<file path="src/rtl/bs_pkg.sv">
// Shared definitions for the Black-Scholes job scheduler: data width,
// parameter-packing field layout and FSM state encoding.
package bs_pkg;

    localparam int DATA_W = 16;

    // Field indices inside the packed {T,sigma,r,K,S} parameter word.
    localparam int FLD_S     = 0;
    localparam int FLD_K     = 1;
    localparam int FLD_R     = 2;
    localparam int FLD_SIGMA = 3;
    localparam int FLD_T     = 4;
    localparam int NUM_FLD   = 5;

    function automatic int fld_lo(input int fld, input int w);
        return fld * w;
    endfunction

    typedef enum logic [1:0] {
        ST_IDLE = 2'd0,
        ST_RUN  = 2'd1,
        ST_RESP = 2'd2
    } bs_state_e;

endpackage

</file>
<file path="src/rtl/bs_rr_arb2.sv">
// Two-way round-robin arbiter: a lone requester wins, on contention the
// requester that was not granted last wins. Pointer resets to requester 1.
module bs_rr_arb2 (
    input  logic       clk,
    input  logic       rst_n,
    input  logic [1:0] req_i,
    input  logic       upd_i,
    output logic [1:0] gnt_o
);

    logic last_q, last_d;

    always_comb begin
        gnt_o = req_i;
        if (req_i == 2'b11) gnt_o = last_q ? 2'b01 : 2'b10;
    end

    always_comb begin
        last_d = last_q;
        if (upd_i && (gnt_o != 2'b00)) last_d = gnt_o[1];
    end

    always_ff @(posedge clk or negedge rst_n) begin
        if (!rst_n) last_q <= 1'b1;
        else        last_q <= last_d;
    end

endmodule

</file>
<file path="src/rtl/bs_job_scheduler.sv">
// Feeds jobs from two requesters into a single Black-Scholes core and returns
// tagged results. Optional RUN watchdog enabled by defining BS_TIMEOUT_EN.
module bs_job_scheduler #(
    parameter int DATA_W      = bs_pkg::DATA_W,
    parameter int TIMEOUT_CYC = 1024
) (
    input  logic                           clk,
    input  logic                           rst_n,
    input  logic                           req0_valid,
    input  logic                           req1_valid,
    output logic                           req0_ready,
    output logic                           req1_ready,
    input  logic [bs_pkg::NUM_FLD*DATA_W-1:0] req0_params,
    input  logic [bs_pkg::NUM_FLD*DATA_W-1:0] req1_params,
    output logic                           core_start,
    output logic [DATA_W-1:0]              core_S,
    output logic [DATA_W-1:0]              core_K,
    output logic [DATA_W-1:0]              core_r,
    output logic [DATA_W-1:0]              core_sigma,
    output logic [DATA_W-1:0]              core_T,
    input  logic                           core_done,
    input  logic [DATA_W-1:0]              core_call_price,
    output logic                           rsp_valid,
    input  logic                           rsp_ready,
    output logic                           rsp_id,
    output logic [DATA_W-1:0]              rsp_price,
    output logic                           rsp_err,
    output logic                           busy,
    output logic [15:0]                    job_cnt
);

    import bs_pkg::*;

    localparam int PW = NUM_FLD * DATA_W;

    bs_state_e         state_q, state_d;
    logic [1:0]        gnt;
    logic              accept;
    logic              tmo_hit;
    logic [PW-1:0]     params_q;
    logic [PW-1:0]     params_sel;
    logic              rsp_id_q;
    logic [DATA_W-1:0] rsp_price_q;
    logic [15:0]       job_cnt_q;

    // Arbiter only sees requests in IDLE so the pointer moves on accepts only.
    bs_rr_arb2 u_arb (
        .clk   (clk),
        .rst_n (rst_n),
        .req_i ({req1_valid, req0_valid} & {2{state_q == ST_IDLE}}),
        .upd_i (accept),
        .gnt_o (gnt)
    );

    assign accept     = (state_q == ST_IDLE) && (gnt != 2'b00);
    assign req0_ready = gnt[0];
    assign req1_ready = gnt[1];
    assign params_sel = gnt[1] ? req1_params : req0_params;

`ifdef BS_TIMEOUT_EN
    localparam int TW = $clog2(TIMEOUT_CYC + 1);
    logic [TW-1:0] tmo_cnt_q;
    logic          rsp_err_q;

    assign tmo_hit = (state_q == ST_RUN) && (tmo_cnt_q == TW'(TIMEOUT_CYC - 1));
    assign rsp_err = rsp_err_q;

    always_ff @(posedge clk or negedge rst_n) begin
        if (!rst_n) begin
            tmo_cnt_q <= '0;
            rsp_err_q <= 1'b0;
        end else begin
            if (accept)                 tmo_cnt_q <= '0;
            else if (state_q == ST_RUN) tmo_cnt_q <= tmo_cnt_q + 1'b1;
            if (state_q == ST_RUN && core_done) rsp_err_q <= 1'b0;
            else if (tmo_hit)                   rsp_err_q <= 1'b1;
        end
    end
`else
    // Watchdog compiled out: RUN only ends on core_done.
    assign tmo_hit = (TIMEOUT_CYC < 0);
    assign rsp_err = 1'b0;
`endif

    always_comb begin
        state_d = state_q;
        case (state_q)
            ST_IDLE: if (accept)               state_d = ST_RUN;
            ST_RUN:  if (core_done || tmo_hit) state_d = ST_RESP;
            ST_RESP: if (rsp_ready)            state_d = ST_IDLE;
            default:                           state_d = ST_IDLE;
        endcase
    end

    always_ff @(posedge clk or negedge rst_n) begin
        if (!rst_n) begin
            state_q     <= ST_IDLE;
            params_q    <= '0;
            rsp_id_q    <= 1'b0;
            rsp_price_q <= '0;
            job_cnt_q   <= '0;
        end else begin
            state_q <= state_d;
            if (accept) begin
                params_q <= params_sel;
                rsp_id_q <= gnt[1];
            end
            if (state_q == ST_RUN && core_done) rsp_price_q <= core_call_price;
            else if (tmo_hit)                   rsp_price_q <= '0;
            if (state_q == ST_RESP && rsp_ready) job_cnt_q <= job_cnt_q + 16'd1;
        end
    end

    assign core_start = (state_q == ST_RUN);
    assign rsp_valid  = (state_q == ST_RESP);
    assign busy       = (state_q != ST_IDLE);
    assign rsp_id     = rsp_id_q;
    assign rsp_price  = rsp_price_q;
    assign job_cnt    = job_cnt_q;
    assign core_S     = params_q[fld_lo(FLD_S, DATA_W)     +: DATA_W];
    assign core_K     = params_q[fld_lo(FLD_K, DATA_W)     +: DATA_W];
    assign core_r     = params_q[fld_lo(FLD_R, DATA_W)     +: DATA_W];
    assign core_sigma = params_q[fld_lo(FLD_SIGMA, DATA_W) +: DATA_W];
    assign core_T     = params_q[fld_lo(FLD_T, DATA_W)     +: DATA_W];

endmodule

</file>
<file path="config.mk">
export PLATFORM = sky130hd
export DESIGN_NAME = bs_job_scheduler
export DESIGN_NICKNAME = d
export VERILOG_FILES = /design/src/rtl/bs_pkg.sv /design/src/rtl/bs_rr_arb2.sv /design/src/rtl/bs_job_scheduler.sv
export SDC_FILE = /design/constraint.sdc
export NUM_CORES = 1
export LEC_CHECK = 0
export CORE_AREA = 2 2 116 118
export CTS_CLUSTER_SIZE = 40
export DETAILED_ROUTE_END_ITERATION = 16
export DIE_AREA = 0 0 118 120
export PLACE_DENSITY = 0.85
export SETUP_SLACK_MARGIN = 0.05
export SKIP_CTS_REPAIR_TIMING = 1
export SYNTH_ARGS = -nofsm -noshare
export SYNTH_HDL_FRONTEND = slang
export SYNTH_HIERARCHICAL = 1
export SYNTH_SLANG_ARGS = --single-unit
</file>
<file path="constraint.sdc">
create_clock -name clk -period 4.8 [get_ports clk]
set_input_delay 0.72 -clock clk [delete_from_list [all_inputs] [get_ports clk]]
set_output_delay 0.72 -clock clk [all_outputs]
set_load 0.1 [all_outputs]
</file>
==> flow_summary_export.csv <==
group,metric,value,unit
critical_path,end_kind,"output port",
clock_network,insertion_delay,0.41,ns
sta,worst_slew_pin_slew,1.03,ns
floorplanning,fp.dieArea,0.0142,mm²
critical_path,path_common_cell,"buf_4",
sta,drv_slew,0,
placement,dp_hpwl,12000,µm
synth,syn_area,0.00518,mm²
layout,final_nets,942,
clock_network,clockBufferDepth,2,
synth,synth_area_leaders,"dfrtp_1, mux2i_1, a21oi_1",
synth,synth_edf_count,0,
floorplanning,rows,42,
sta,finalHoldViolations,0,
sta,min_period,3.26,ns
layout,diodes,0,
critical_path,path_delay_family,"buffers and inverters",
synth,synth_cells,466,
critical_path,worstRegToRegCells,7,
route,drt_iter0_markers,218,
layout,final_cells,948,
route,postRouteAntennaNets,0,
synth,synth-main-ff-cell,"dfrtp_1",
placement,gp_congestion,0.790,
synth,yosysWarnings,6,
critical_path,max_stage_delay,0.47,ns
critical_path,worstReg2RegStart,"state_q[0]",
global_routing,grt_use_total,23.0,%
critical_path,r2r_slack,1.70,ns
sta,setup_viol,0,
synth,netlist.area_leader.share,55.5,%
floorplanning,core,0.0130,mm²
critical_path,worst-endpoint-arrival,2.54,ns
clock_network,cts_sinks,116,
layout,utilization,68.3,%
synth,ys_types,32,
sta,fin_skew,0.00909,ns
sta,setup_slack,1.54,ns
floorplanning,ios,301,
critical_path,crit_buf_inv,2,
layout,n_fill_cell,963,
route,drc,0,
clock_network,cts_tree,"built",
floorplanning,die_h,120,µm
critical_path,rr_endpoint,"params_q[66]",
route,drt-pass1-iter-count,4,
floorplanning,initial_utilization,39.9,%
route,avgViaCountPerCell,4.96,
global_routing,grt_max_degree,98,
floorplanning,die_w,118,µm
critical_path,cp_slowest_cell,"buf_4",
synth,synth_commonest_cells,"dfrtp_1, nor2_1, a21oi_1, mux2i_1, buf_2",
placement,preCtsSetupSlack,1.41,ns
clock_network,cts_buffers,17,
sta,fin_crit_sh,67.9,%
global_routing,grt_overflow,0,
placement,io_buffer_count,299,
worst_hold_path,hold_path_class,"input pin to async pin",
sta,slew_headroom,31.1,%
clock_network,clockRootBuffer,"clkbuf_16",
critical_path,critical_path.cell_chain,"nor2_1, and2_1, a21boi_4, buf_4, buf_4",
outcome,status,"completed",
job,cap_viol_max_count,0,
critical_path,critPathRequiredTime,4.08,ns
route,drt-total-wl,16000,µm
sta,fmaxAchievable,307,MHz
synth,synth-async-reset-ratio,100,%
global_routing,grt_pass1_wl,25400,µm
route,wl_per_cell,16.8,µm
sta,rsz0062_at_grt,"no",
synth,ys_ff_latch,116,
global_routing,grt_pass1_vias,5012,
route,num_vias,4699,
placement,post-place-cells,916,
synth,syn_nets,649,
global_routing,antenna_found_initial,0,
layout,syn_to_final_growth,71.1,%
sta,setup_tns,0,ns
layout,drive_above_1_share,7.77,%
synth,synth_top_cell_by_area,"dfrtp_1",
synth,synth-seq-area-share,56.0,%
critical_path,worstSetupPathType,"flop to output port",
critical_path,cp_max_fo,32,
clock_network,cts-htree-levels,4,
synth,syn-mean-instance-area,11.1,µm²
synth,yosysMostFrequentCell,"dfrtp_1",
clock_network,clk_pin_slew_worst_paths,0.06,ns
critical_path,cp-start-kind,"flop",
==> state kept, by name, indices dropped and copies added, names as in the netlist <==
name,count
job_cnt,16
u_arb/last_q,1
rsp_price,16
params_q,80
rsp_id,1
state_q,2
==> layout by cell type (no fill, tap or decap), types with 4 or more instances in the layout <==
| cell type | n |
|---|---|
| dfrtp_1 | 115 |
| clkdlybuf4s50_1 | 296 |
| xnor2_1 | 9 |
| nor2_1 | 83 |
| nand2_1 | 5 |
| mux2_2 | 17 |
| inv_1 | 5 |
| buf_4 | 6 |
| clkbuf_16 | 17 |
| and3_1 | 4 |
| nand3_1 | 12 |
| clkinv_2 | 4 |
| xor2_1 | 6 |
| mux2i_1 | 80 |
| a21oi_1 | 81 |
==> logic make-up (layout without fill, tap and decap cells) <==
family	count (synthesis)	in the layout	synth area share, %
adder cells (fa/ha/maj)	1	1	0.241
other	1	1	0.0723
buffers and inverters	34	340	3.48
multiplexers	97	97	19.1
AO/OA/AOI/OAI	88	88	8.79
AND/OR/NAND/NOR	114	114	9.73
flip-flops	116	116	56.0
XOR/XNOR	15	15	2.53
==> worst max path at each step <==
| stage | depth (start not counted) | slack [ns] | endpoint | start |
|---|---|---|---|---|
| CTS | 5 | 1.51 | req1_ready | state_q[0] |
| finish | 5 | 1.54 | req1_ready | state_q[0] |
| global placement | 7 | 1.48 | params_q[32] | req1_valid |
| global route | 5 | 1.38 | req1_ready | state_q[1] |
| detailed placement | 7 | 1.41 | params_q[46] | req1_valid |
| floorplan | 9 | 0.40 | u_arb/last_q | req1_valid |
==> stage by stage <==
| stage | hold slack [ns] | instance area [µm²] |
|---|---|---|
| floorplan | 0.424 | 5180 |
| detailed placement | 0.482 | 8290 |
| CTS | 0.424 | 8870 |
| finish | 0.388 | 8870 |
| global placement | 0.462 | 8290 |
| global route | 0.459 | 8870 |
==> layer usage <==
layer,global-route usage [%],part of all wire [%],vias up
met5,0,0,-
met4,11.5,3.9,0
met3,8.75,8.0,48
met2,40.4,53,240
met1,24.1,35,2222
li1,-,-,2189
==> worst register-to-register path: stages, from the launching register on <==
cell and delay (ns):
dfrtp_1 0.40, nor2_1 0.40, and2_1 0.25, a21boi_4 0.20
buf_4 0.47, buf_4 0.78, mux2i_1 0.36, a21oi_1 0.10
==> final cells by class <==
cell class              instances  area (µm²)  share of cell area (%)
clock buffers                  23         478                    5.39
clock inverters                 9         103                    1.16
inverters                       5        18.8                   0.212
multi-input cells             316        2120                    23.9
flip-flops and latches        116        2900                    32.7
well taps                     176         220                    2.48
repair buffers                303        3030                    34.1
Power is left out: the tool's default activity adds up to more than one toggle a clock period on the data nets, which glitch-free logic cannot reach.
